===== config.mk =====
export PLATFORM = sky130hd
export DESIGN_NAME = sprite_line_scanner
export DESIGN_NICKNAME = d
export VERILOG_FILES = /design/src/rtl/sprite_pkg.sv /design/src/rtl/sprite_hit_fifo.sv /design/src/rtl/sprite_line_scanner.sv
export SDC_FILE = /design/constraint.sdc
export NUM_CORES = 1
export LEC_CHECK = 0
export CORE_MARGIN = 3
export CORE_UTILIZATION = 56
export CTS_CLUSTER_DIAMETER = 200
export DETAILED_ROUTE_END_ITERATION = 6
export PLACE_DENSITY = 0.77
export SKIP_LAST_GASP = 1
export SYNTH_ARGS = -nofsm -noshare
export SYNTH_HDL_FRONTEND = slang
export SYNTH_SLANG_ARGS = --single-unit

===== constraint.sdc =====
create_clock -name clk -period 14.3 [get_ports clk]
set_input_delay 2.86 -clock clk [delete_from_list [all_inputs] [get_ports clk]]
set_output_delay 2.86 -clock clk [all_outputs]
set_load 0.02 [all_outputs]

===== src/rtl/sprite_pkg.sv =====
// Shared definitions for the sprite line scanner.
//   - Bit positions of the fields in the 64-bit sprite position word.
//   - Sprite index width (fixed at 5 bits, 32 sprites).
//   - Packed hit-entry type stored in the hit FIFO (45 bits).
//   - Scanner FSM state encoding.
package sprite_pkg;

   localparam int SPRITE_IDX_W = 5;

   // Sprite position word layout; bits [62:56] carry no information.
   localparam int X_LSB   = 0;
   localparam int Y_LSB   = 16;
   localparam int W_LSB   = 32;
   localparam int H_LSB   = 40;
   localparam int IMG_LSB = 48;
   localparam int EN_BIT  = 63;

   typedef struct packed {
      logic [SPRITE_IDX_W-1:0] idx;
      logic [15:0]             x;
      logic [7:0]              row;
      logic [7:0]              width;
      logic [7:0]              image;
   } hit_entry_t;

   localparam int HIT_ENTRY_W = $bits(hit_entry_t);

   typedef enum logic [1:0] {
      ST_IDLE  = 2'd0,
      ST_SCAN  = 2'd1,
      ST_DRAIN = 2'd2,
      ST_DONE  = 2'd3
   } scan_state_t;

endpackage


===== src/rtl/sprite_hit_fifo.sv =====
// Synchronous FIFO holding the hits of the current line.
// Ports:
//   clk, reset   : clock, synchronous active-high reset
//   push_i/data_i: write one entry (ignored when full)
//   pop_i        : remove the head entry (ignored when empty)
//   flush_i      : empty the FIFO; takes priority over push and pop
//   valid_o      : head entry present
//   data_o       : head entry, forced to zero while empty
module sprite_hit_fifo #(
   parameter int WIDTH = 45,
   parameter int DEPTH = 8
) (
   input  logic             clk,
   input  logic             reset,
   input  logic             push_i,
   input  logic [WIDTH-1:0] data_i,
   input  logic             pop_i,
   input  logic             flush_i,
   output logic             valid_o,
   output logic [WIDTH-1:0] data_o
);

   localparam int PTR_W = (DEPTH > 1) ? $clog2(DEPTH) : 1;
   localparam int CNT_W = $clog2(DEPTH + 1);

   logic [WIDTH-1:0] mem_q [DEPTH];
   logic [PTR_W-1:0] wr_ptr_q, rd_ptr_q;
   logic [CNT_W-1:0] count_q;
   logic             do_push, do_pop;

   assign do_push = push_i && (count_q != CNT_W'(DEPTH));
   assign do_pop  = pop_i && (count_q != '0);

   function automatic logic [PTR_W-1:0] next_ptr(input logic [PTR_W-1:0] p);
      return (p == PTR_W'(DEPTH - 1)) ? '0 : p + PTR_W'(1);
   endfunction

   always_ff @(posedge clk) begin
      if (reset || flush_i) begin
         wr_ptr_q <= '0;
         rd_ptr_q <= '0;
         count_q  <= '0;
      end else begin
         if (do_push) wr_ptr_q <= next_ptr(wr_ptr_q);
         if (do_pop)  rd_ptr_q <= next_ptr(rd_ptr_q);
         // Simultaneous push and pop leaves occupancy unchanged.
         case ({do_push, do_pop})
            2'b10:   count_q <= count_q + CNT_W'(1);
            2'b01:   count_q <= count_q - CNT_W'(1);
            default: count_q <= count_q;
         endcase
      end
   end

   // Storage needs no reset: the head is masked while the FIFO is empty.
   always_ff @(posedge clk) begin
      if (!reset && !flush_i && do_push) mem_q[wr_ptr_q] <= data_i;
   end

   assign valid_o = (count_q != '0);
   assign data_o  = valid_o ? mem_q[rd_ptr_q] : '0;

endmodule


===== src/rtl/sprite_line_scanner.sv =====
// Sprite line scanner: on each line-start pulse walks every sprite index on
// the position-memory read port, tests each sprite for vertical overlap with
// the latched line and queues up to MAX_HITS hits in ascending index order.
// Optional build macro: SPRITE_X_CLIP_EN (sprites with x >= SCREEN_WIDTH are
// not hits and do not consume a hit slot).
// Ports:
//   clk, reset                 : clock, synchronous active-high reset
//   i_line_start, i_line_y     : scan start pulse and the line to scan
//   o_spirit_idx               : memory read index
//   i_spirit_position_struct   : memory read data, READ_LATENCY cycles later
//   o_hit_valid, i_hit_ready   : hit stream handshake; a transfer (pop)
//                                happens on a clock edge where both are 1,
//                                ready while not valid has no effect
//   o_hit_idx/x/row/width/image: head hit entry
//   o_overflow                 : sticky, hits were dropped on this line
//   o_busy, o_scan_done        : scan in progress, scan completion pulse
module sprite_line_scanner
   import sprite_pkg::*;
#(
   parameter int SPRITE_COUNT = 32,
   parameter int MAX_HITS     = 8,
   parameter int READ_LATENCY = 1,
   parameter int SCREEN_WIDTH = 640
) (
   input  logic                    clk,
   input  logic                    reset,
   input  logic                    i_line_start,
   input  logic [15:0]             i_line_y,
   output logic [SPRITE_IDX_W-1:0] o_spirit_idx,
   input  logic [63:0]             i_spirit_position_struct,
   output logic                    o_hit_valid,
   input  logic                    i_hit_ready,
   output logic [SPRITE_IDX_W-1:0] o_hit_idx,
   output logic [15:0]             o_hit_x,
   output logic [7:0]              o_hit_row,
   output logic [7:0]              o_hit_width,
   output logic [7:0]              o_hit_image,
   output logic                    o_overflow,
   output logic                    o_busy,
   output logic                    o_scan_done
);

   localparam int                      CNT_W      = $clog2(MAX_HITS + 1);
   localparam logic [SPRITE_IDX_W-1:0] LAST_IDX   = SPRITE_IDX_W'(SPRITE_COUNT - 1);
   localparam logic [1:0]              DRAIN_LAST = 2'(READ_LATENCY - 1);

   scan_state_t             state_q;
   logic [SPRITE_IDX_W-1:0] idx_q;
   logic [15:0]             line_y_q;
   logic [CNT_W-1:0]        hit_cnt_q;
   logic                    overflow_q, busy_q, scan_done_q;
   logic [1:0]              drain_cnt_q;
   // One stage per cycle of read latency; the last stage lines up with the
   // returned memory word.
   logic [READ_LATENCY-1:0] rd_valid_q;
   logic [SPRITE_IDX_W-1:0] rd_idx_q [READ_LATENCY];

   logic [15:0] pos_x, pos_y;
   logic [7:0]  pos_w, pos_h, pos_img;
   logic        pos_en;
   logic [16:0] row_diff;
   logic        x_ok, sprite_hit, room, push;
   logic        unused_bits;
   hit_entry_t  new_entry, head_entry;

   assign pos_x   = i_spirit_position_struct[X_LSB +: 16];
   assign pos_y   = i_spirit_position_struct[Y_LSB +: 16];
   assign pos_w   = i_spirit_position_struct[W_LSB +: 8];
   assign pos_h   = i_spirit_position_struct[H_LSB +: 8];
   assign pos_img = i_spirit_position_struct[IMG_LSB +: 8];
   assign pos_en  = i_spirit_position_struct[EN_BIT];

`ifdef SPRITE_X_CLIP_EN
   assign x_ok        = ({16'd0, pos_x} < 32'(SCREEN_WIDTH));
   assign unused_bits = ^i_spirit_position_struct[62:56];
`else
   assign x_ok        = 1'b1;
   assign unused_bits = ^{i_spirit_position_struct[62:56], 32'(SCREEN_WIDTH)};
`endif

   // 17-bit subtract so a sprite below the line never wraps into a hit.
   assign row_diff   = {1'b0, line_y_q} - {1'b0, pos_y};
   assign sprite_hit = rd_valid_q[READ_LATENCY-1] && pos_en && x_ok &&
                       (line_y_q >= pos_y) && (row_diff < {9'd0, pos_h});
   assign room       = (hit_cnt_q < CNT_W'(MAX_HITS));
   // A data word consumed in a restart cycle belongs to the aborted line.
   assign push       = sprite_hit && room && !i_line_start;

   always_comb begin
      new_entry       = '0;
      new_entry.idx   = rd_idx_q[READ_LATENCY-1];
      new_entry.x     = pos_x;
      new_entry.row   = row_diff[7:0];
      new_entry.width = pos_w;
      new_entry.image = pos_img;
   end

   always_ff @(posedge clk) begin
      if (reset) begin
         state_q     <= ST_IDLE;
         idx_q       <= '0;
         line_y_q    <= '0;
         hit_cnt_q   <= '0;
         overflow_q  <= 1'b0;
         busy_q      <= 1'b0;
         scan_done_q <= 1'b0;
         drain_cnt_q <= '0;
         rd_valid_q  <= '0;
         for (int i = 0; i < READ_LATENCY; i++) rd_idx_q[i] <= '0;
      end else begin
         scan_done_q <= 1'b0;
         // A restart invalidates every read still in flight.
         rd_valid_q[0] <= (state_q == ST_SCAN) && !i_line_start;
         rd_idx_q[0]   <= idx_q;
         for (int i = 1; i < READ_LATENCY; i++) begin
            rd_valid_q[i] <= rd_valid_q[i-1] && !i_line_start;
            rd_idx_q[i]   <= rd_idx_q[i-1];
         end

         if (i_line_start) begin
            state_q     <= ST_SCAN;
            idx_q       <= '0;
            line_y_q    <= i_line_y;
            hit_cnt_q   <= '0;
            overflow_q  <= 1'b0;
            busy_q      <= 1'b1;
            drain_cnt_q <= '0;
         end else begin
            if (sprite_hit) begin
               if (room) hit_cnt_q  <= hit_cnt_q + CNT_W'(1);
               else      overflow_q <= 1'b1;
            end
            case (state_q)
               ST_IDLE: ;
               ST_SCAN: begin
                  if (idx_q == LAST_IDX) begin
                     state_q     <= ST_DRAIN;
                     drain_cnt_q <= '0;
                  end else begin
                     idx_q <= idx_q + SPRITE_IDX_W'(1);
                  end
               end
               ST_DRAIN: begin
                  if (drain_cnt_q == DRAIN_LAST) begin
                     state_q     <= ST_DONE;
                     busy_q      <= 1'b0;
                     scan_done_q <= 1'b1;
                  end else begin
                     drain_cnt_q <= drain_cnt_q + 2'd1;
                  end
               end
               ST_DONE: state_q <= ST_IDLE;
               default: state_q <= ST_IDLE;
            endcase
         end
      end
   end

   sprite_hit_fifo #(
      .WIDTH(HIT_ENTRY_W),
      .DEPTH(MAX_HITS)
   ) u_fifo (
      .clk    (clk),
      .reset  (reset),
      .push_i (push),
      .data_i (new_entry),
      .pop_i  (i_hit_ready),
      .flush_i(i_line_start),
      .valid_o(o_hit_valid),
      .data_o (head_entry)
   );

   assign o_spirit_idx = idx_q;
   assign o_hit_idx    = head_entry.idx;
   assign o_hit_x      = head_entry.x;
   assign o_hit_row    = head_entry.row;
   assign o_hit_width  = head_entry.width;
   assign o_hit_image  = head_entry.image;
   assign o_overflow   = overflow_q;
   assign o_busy       = busy_q;
   assign o_scan_done  = scan_done_q;

endmodule


==> metrics.md, run 1 <==
| Metric | Value |
|---|---|
| Pleak | 6.63 nW |
| Fin util | 67.6% |
| Slew Viols, Final | 0 |
| Largest net degree at the start of global routing | 70 |
| Max Freq | 117 MHz |
| Crit path time final | 8.53 ns |
| IO Pins | 138 |
| Run status | complete, no violations |
| Detail Route Antenna Nets | 0 |
| Clk pin slew, worst setup/hold paths | 0.06 ns |
| Vias per cell | 5.90 |
| Gpl congestion | 0.847 |
| Chip height | 181 microns |
| Die area | 0.0328 sq mm |
| CP max FO | 9 |
| Avg WL per Cell | 22.2 microns |
| GRT met3 Usage | 4.13% |
| Ratio of cells with drive above 1 in the final layout | 15.9% |
| Met1 Usage GRT | 29.5% |
| GRT Max-Usage Layer | met2 |
| Unique masters post-synth | 70 |
| Core footprint | 0.0300 sq mm |
| First-pass GRT wire length | 55300 microns |
| Final setup viols | 0 |
| Vias post-DR | 9269 |
| CTS Buffer Depth | 3 |
| Setup crit end kind | flop |
| Worst setup SP type | primary input |
| Syn_nets | 1125 |
| Core Rows | 63 |
| Fin area | 0.0203 sq mm |
| Iter 0 DRT Violations | 647 |
| Number of iterations in the first detailed-routing pass | 5 |
| Worst r2r src | line_y_q[4] |
| Synth Cell Area | 0.0172 sq mm |
| Worst vdd ir | 0.0856 mV |
| Crit path from | i_spirit_position_struct[20] |
| Final Hold Viols | 0 |
| Setup Skew | 0.0219 ns |
| Hold Crit Start | o_overflow |
| Placed instance area | 0.0190 sq mm |
| CTS HTree Levels | 2 |
| Port buffer count | 130 |
| Syn Inst Count | 1000 |
| Later-pin clock latency in the skew report | 0.55 ns |
| Clk sink count | 411 |
| FF+latch count, synth | 411 |
| Vias in the first global route | 9678 |
| Setup tns final | 0 ns |
| Final period util | 59.6% |
| Number of antenna violations at the first check in global routing | 1 |
| DRT Wirelength | 34900 microns |
| Crit path kind | primary input to flop |
| Root Buffer | clkbuf_16 |
| PwrDens | 120 mW/mm^2 |
| Asr flop ratio synth | 0% |
| Post-synthesis sequential area ratio | 68.9% |
| Post-synth top flop | edfxtp_1 |
| Initial core utilization | 57.4% |
| Nets | 1273 |
| Maxcap violations | 0 |
| Remaining DRCs | 0 |
| Slew margin rel. | 27.6% |
| Resized cells post-CTS | 0 |
| FILL cells | 1970 |
| Post-synth EDFFs | 360 |
| Layout Area Growth over Synthesis | 17.9% |
| CTS tree | done |
| Ys Warns | 0 |
| Setup Buffers After CTS | 0 |
| Dpl hpwl | 19600 microns |
| Critical path data required time | 14.75 ns |
| Num CTS Buffers | 41 |
| Syn avg cell area | 17.2 sq um |
| Hold WC Path Type | flop to flop |
| Remaining Overflow, GRT | 0 |
| Hold buffers post-CTS | 0 |
| Gr usage total | 21.6% |
| Slew @ Worst Pin | 1.09 ns |
| Met2 Use GR | 35.9% |
| Die Width | 181 microns |
| Crit path DAT | 8.98 ns |
| Setup repair after global routing missed its margin | false |
## routing by layer
metal	vias to the layer above	routed length, microns
li1	4248	-
met1	4652	14800
met2	302	17300
met3	67	1950
met4	0	947
met5	-	0
## flip-flops by register name (all words and copies together) (netlist names), 2 cells and up, named ones only
name	cells
drain_cnt_q	2
hit_cnt_q	4
line_y_q	16
o_spirit_idx	5
rd_idx_q	5
state_q	2
u_fifo.count_q	4
u_fifo.mem_q	360
u_fifo.rd_ptr_q	3
u_fifo.wr_ptr_q	3
## per-stage QoR
stage	worst slack [ns]	power, mW	hold WS, ns	instances
4_1_cts	5.86	2.45	0.467	1569
6_report	5.77	2.43	0.457	1571
3_5_place_dp	5.34	1.47	0.453	1495
5_1_grt	5.33	2.52	0.497	1570
3_3_place_gp	5.48	1.46	0.437	1495
2_1_floorplan	3.39	1.42	0.440	1000
## worst max-delay path: stages
cell and delay [ns]:
clkdlybuf4s50_1 0.46, inv_1 0.05, ha_1 0.35, o211ai_1 0.11, a21o_1 0.20, and2_1 0.20
nor2b_1 0.11, o21ai_0 0.07, nor2b_1 0.15, xnor2_1 0.66, ha_1 0.39, nand3_1 0.14
o22ai_1 0.11, nor4_1 0.34, and3_1 0.21, o211ai_1 0.07, or4b_1 0.77, or2_1 0.31
ha_1 0.23, ha_1 0.29, a21o_1 0.17, a21oi_1 0.17, xnor2_1 0.09, or3_1 0.30
a21oi_1 0.14
## synthesized netlist by cell type, types with 5 or more instances
library cell,n,share of area [%]
edfxtp_1,360,63
nor2_1,98,2.1
mux4_2,90,12
mux2i_1,71,4.1
dfxtp_1,51,5.9
ha_1,39,2.8
inv_1,36,0.79
nand2_1,25,0.55
a21oi_1,22,0.64
clkbuf_1,22,0.48
buf_1,17,0.37
nor2b_1,11,0.40
nor4_1,11,0.40
nor3_1,9,0.26
and3_1,8,0.29
nand3_1,8,0.23
or3_1,8,0.29
xnor2_1,7,0.36
a21o_1,6,0.26
buf_2,6,0.17
nand4_1,6,0.22
o21ai_0,5,0.15
xor2_1,5,0.25
## cells in the final DEF (no fill, tap or decap), drive strengths merged, types with 12 or more instances in the layout
master	instances
clkdlybuf4s50	130
clkbuf	57
ha	39
nor4	14
inv	40
mux2i	71
nor2	98
clkinv	12
buf	21
dfxtp	51
mux4	90
edfxtp	360
a21oi	23
nand2	25
## cells by family after synthesis
| group | Yosys count | share of synthesized area [%] |
|---|---|---|
| simple gates | 207 | 5.96 |
| flops | 411 | 68.9 |
| buf+inv | 84 | 1.92 |
| fa+ha+maj | 41 | 3.07 |
| mux | 162 | 16.0 |
| compound gates | 83 | 3.58 |
| xor+xnor | 12 | 0.612 |
## final timing paths
check | endpoint | slack, ns | cells after the start
setup / recovery | u_fifo.count_q[3] | 5.77 | 25
hold reg to reg | o_overflow | 0.46 | 2
setup reg to reg | u_fifo.count_q[3] | 8.29 | 23
hold / removal | o_overflow | 0.46 | 2
## cell type report
cell class                 instances  area (sq um)  area share (%)
sequential                       411         11800            58.5
antenna                            2          5.00          0.0247
tap                              390           488            2.41
timing repair buffer             151          1460            7.20
clock buffer                      57          1110            5.47
clock inverter                    17           130           0.643
inverter                          38           143           0.704
multi-input combinational        505          5080            25.1
## power by group
part | internal, mW | switching [mW] | leakage [nW] | total (mW)
clock | 0.562 | 0.429 | 0.590 | 0.991
combinational | 0.0528 | 0.0732 | 2.36 | 0.126
sequential | 1.31 | 0.00314 | 3.68 | 1.32
total | 1.93 | 0.505 | 6.63 | 2.43
No activity file was read; power rests on OpenSTA's default activity.
==> inputs of run 2 (changes only) <==
Settings changed: CORE_UTILIZATION 56 to 52, PLACE_DENSITY 0.77 to 0.75.
Clock period 14.3 ns to 7.55 ns, I/O delays scaled along.
==> run 2 against run 1 <==
  * Sequential share of layout area fell by 0.69 points
  * Global-route usage fell by 1.7 points
  * Die area rose by 7.4%
  * Critical path depth did not move
  * Cell count rose by 3.1%
  * Power rose by 91%
  * Count of clock-buffer cells in the layout fell by 1
  * Core utilization fell by 3.7 points
  * Final area rose by 1.2%
  * Combinational power rose by 96%
  * Sequential power rose by 89%
  * Largest power group unchanged
==> metrics.md, run 2 (synthesized netlist as in run 1, its figures left out) <==
| Metric | Value |
|---|---|
| Run status | complete, no violations |
| Worst r2r src | line_y_q[4] |
| Nets | 1277 |
| Placed instance area | 0.0192 sq mm |
| CTS Buffer Depth | 3 |
| Slew @ Worst Pin | 1.00 ns |
| IO Pins | 138 |
| Reg-to-Reg End | u_fifo.count_q[3] |
| Worst hold path endpoint | o_overflow |
| CP max FO | 9 |
| Num CTS Buffers | 43 |
| Maxcap violations | 0 |
| Largest regs | u_fifo.mem_q (360), line_y_q (16) |
| Worst vdd ir | 0.162 mV |
| Final period util | 91.3% |
| Hold WC Path Type | flop to flop |
| Vias post-DR | 9428 |
| PwrDens | 226 mW/mm^2 |
| Max Freq | 145 MHz |
| Setup Skew | 0.0233 ns |
| Core Rows | 65 |
| Setup Buffers After CTS | 0 |
| Avg WL per Cell | 21.4 microns |
| Final setup viols | 0 |
| Number of iterations in the first detailed-routing pass | 6 |
| Placed cells | 1542 |
| CTS tree | done |
| Fin area | 0.0205 sq mm |
| Largest register FFs | 360 |
| Largest register by flop count | u_fifo.mem_q |
| Clk sink count | 411 |
| Core footprint | 0.0320 sq mm |
| Initial core utilization | 53.6% |
| Total chip power | 4.64 mW |
| Max incr delay on CP | 0.69 ns |
| Dpl hpwl | 19500 microns |
| Chip height | 188 microns |
| Slew margin rel. | 33.3% |
| Later-pin clock latency in the skew report | 0.54 ns |
| Critical path data required time | 8.00 ns |
| Gr usage total | 19.9% |
| First-pass GRT wire length | 54900 microns |
| Remaining Overflow, GRT | 0 |
| Resized cells post-CTS | 0 |
| Pleak | 6.71 nW |
| Number of antenna violations at the first check in global routing | 1 |
| Crit path DAT | 7.34 ns |
| Detail Route Antenna Nets | 0 |
| Port buffer count | 130 |
| Non-Filler Instances | 1620 |
| Die area | 0.0353 sq mm |
| Hold buffers post-CTS | 0 |
| Gpl congestion | 0.836 |
| Vias per cell | 5.82 |
| DRT Wirelength | 34600 microns |
| Critical path's most frequent cell | ha_1 |
| Worst setup SP type | primary input |
| Hold Crit Start | o_overflow |
| Setup repair after global routing missed its margin | false |
| Fin util | 64.0% |
| Crit path kind | primary input to flop |
| Crit path from | i_spirit_position_struct[20] |
| Clk pin slew, worst setup/hold paths | 0.06 ns |
| Largest net degree at the start of global routing | 75 |
| Root Buffer | clkbuf_16 |
| Slowest cell on the critical path | xnor2_1 |
| # diodes | 0 |
| Die Width | 188 microns |
| Commonest cells after routing, fill and taps aside | 360 x edfxtp_1, 130 x clkdlybuf4s50_1, 98 x nor2_1 |
| Hold path depth | 2 |
| Vias in the first global route | 9615 |
| Most common cell after layout, fill and taps aside | edfxtp_1 |
| Crit-path leading delay family | simple AND/OR/NAND/NOR gates |
| Worst R2R Path Depth | 23 |
| CTS HTree Levels | 2 |
| Buf+Inv Stages, Crit Path | 2 |
| Reg-to-reg slack, setup | 1.84 ns |
| Iter 0 DRT Violations | 878 |
| Crit path time final | 6.89 ns |
| Slew Viols, Final | 0 |
| Ratio of cells with drive above 1 in the final layout | 16.6% |
| Remaining DRCs | 0 |
| Final Hold Viols | 0 |
| Setup crit end kind | flop |
| Layout Area Growth over Synthesis | 19.3% |
[run 2: cell types whose count changed in the layout (fill, tap and decap cells not counted), sizes merged]
cell and change:
buf +2, bufinv -1, clkbuf -1, clkinv +8, diode -2, inv -2
[run 2: power by group]
part           switching (mW)  internal (mW)  total [mW]
Sequential            0.00582           2.49        2.49
Combinational           0.143          0.104       0.247
Clock                   0.835           1.06        1.90
Total                   0.984           3.66        4.64
[run 2: worst max path at each step]
| stage | endpoint | slack [ns] | cells after the start |
|---|---|---|---|
| 6_report | u_fifo.count_q[3] | 0.66 | 25 |
| 5_1_grt | u_fifo.count_q[3] | 0.27 | 25 |
| 3_5_place_dp | u_fifo.count_q[3] | 0.20 | 25 |
| 3_3_place_gp | u_fifo.count_q[3] | 0.35 | 25 |
| 4_1_cts | u_fifo.count_q[3] | 0.72 | 25 |
| 2_1_floorplan | u_fifo.mem_q[4][0] | -0.17 | 15 |
[run 2: layout make-up]
cell class | count | area, sq um
clock buffers | 56 | 1130
clock inverters | 22 | 133
fillers | 2233 | 11500
inverters | 38 | 143
multi-input cells | 505 | 5150
flip-flops and latches | 411 | 11800
well taps | 435 | 544
repair buffers | 153 | 1550
[run 2: worst reg2reg max path: stages (launching register included)]
cell,delay [ns]
dfxtp_1,0.32
ha_1,0.36
o211ai_1,0.11
a21o_1,0.20
and2_1,0.20
nor2b_1,0.11
o21ai_0,0.06
nor2b_1,0.15
xnor2_1,0.69
ha_1,0.39
nand3_1,0.11
o22ai_1,0.10
nor4_1,0.38
and3_1,0.22
o211ai_1,0.07
or4b_1,0.54
or2_1,0.23
ha_1,0.22
ha_1,0.28
a21o_1,0.17
a21oi_1,0.18
xnor2_1,0.10
or3_1,0.31
a21oi_1,0.15
[run 2: routing by layer]
layer | track usage (%) | vias up | part of all wire (%)
li1 | - | 4263 | -
met1 | 27.9 | 4738 | 42
met2 | 32.9 | 368 | 50
met3 | 3.38 | 57 | 6.5
met4 | 4.85 | 2 | 1.7
met5 | 0 | - | 0.038
[run 2: metrics by stage]
step | setup slack, ns | TNS, ns | hold WS (ns)
detailed placement | 0.203 | 0 | 0.445
finish | 0.656 | 0 | 0.451
CTS | 0.724 | 0 | 0.455
floorplan | -0.173 | -62.28 | 0.440
global route | 0.270 | 0 | 0.500
global placement | 0.346 | 0 | 0.437
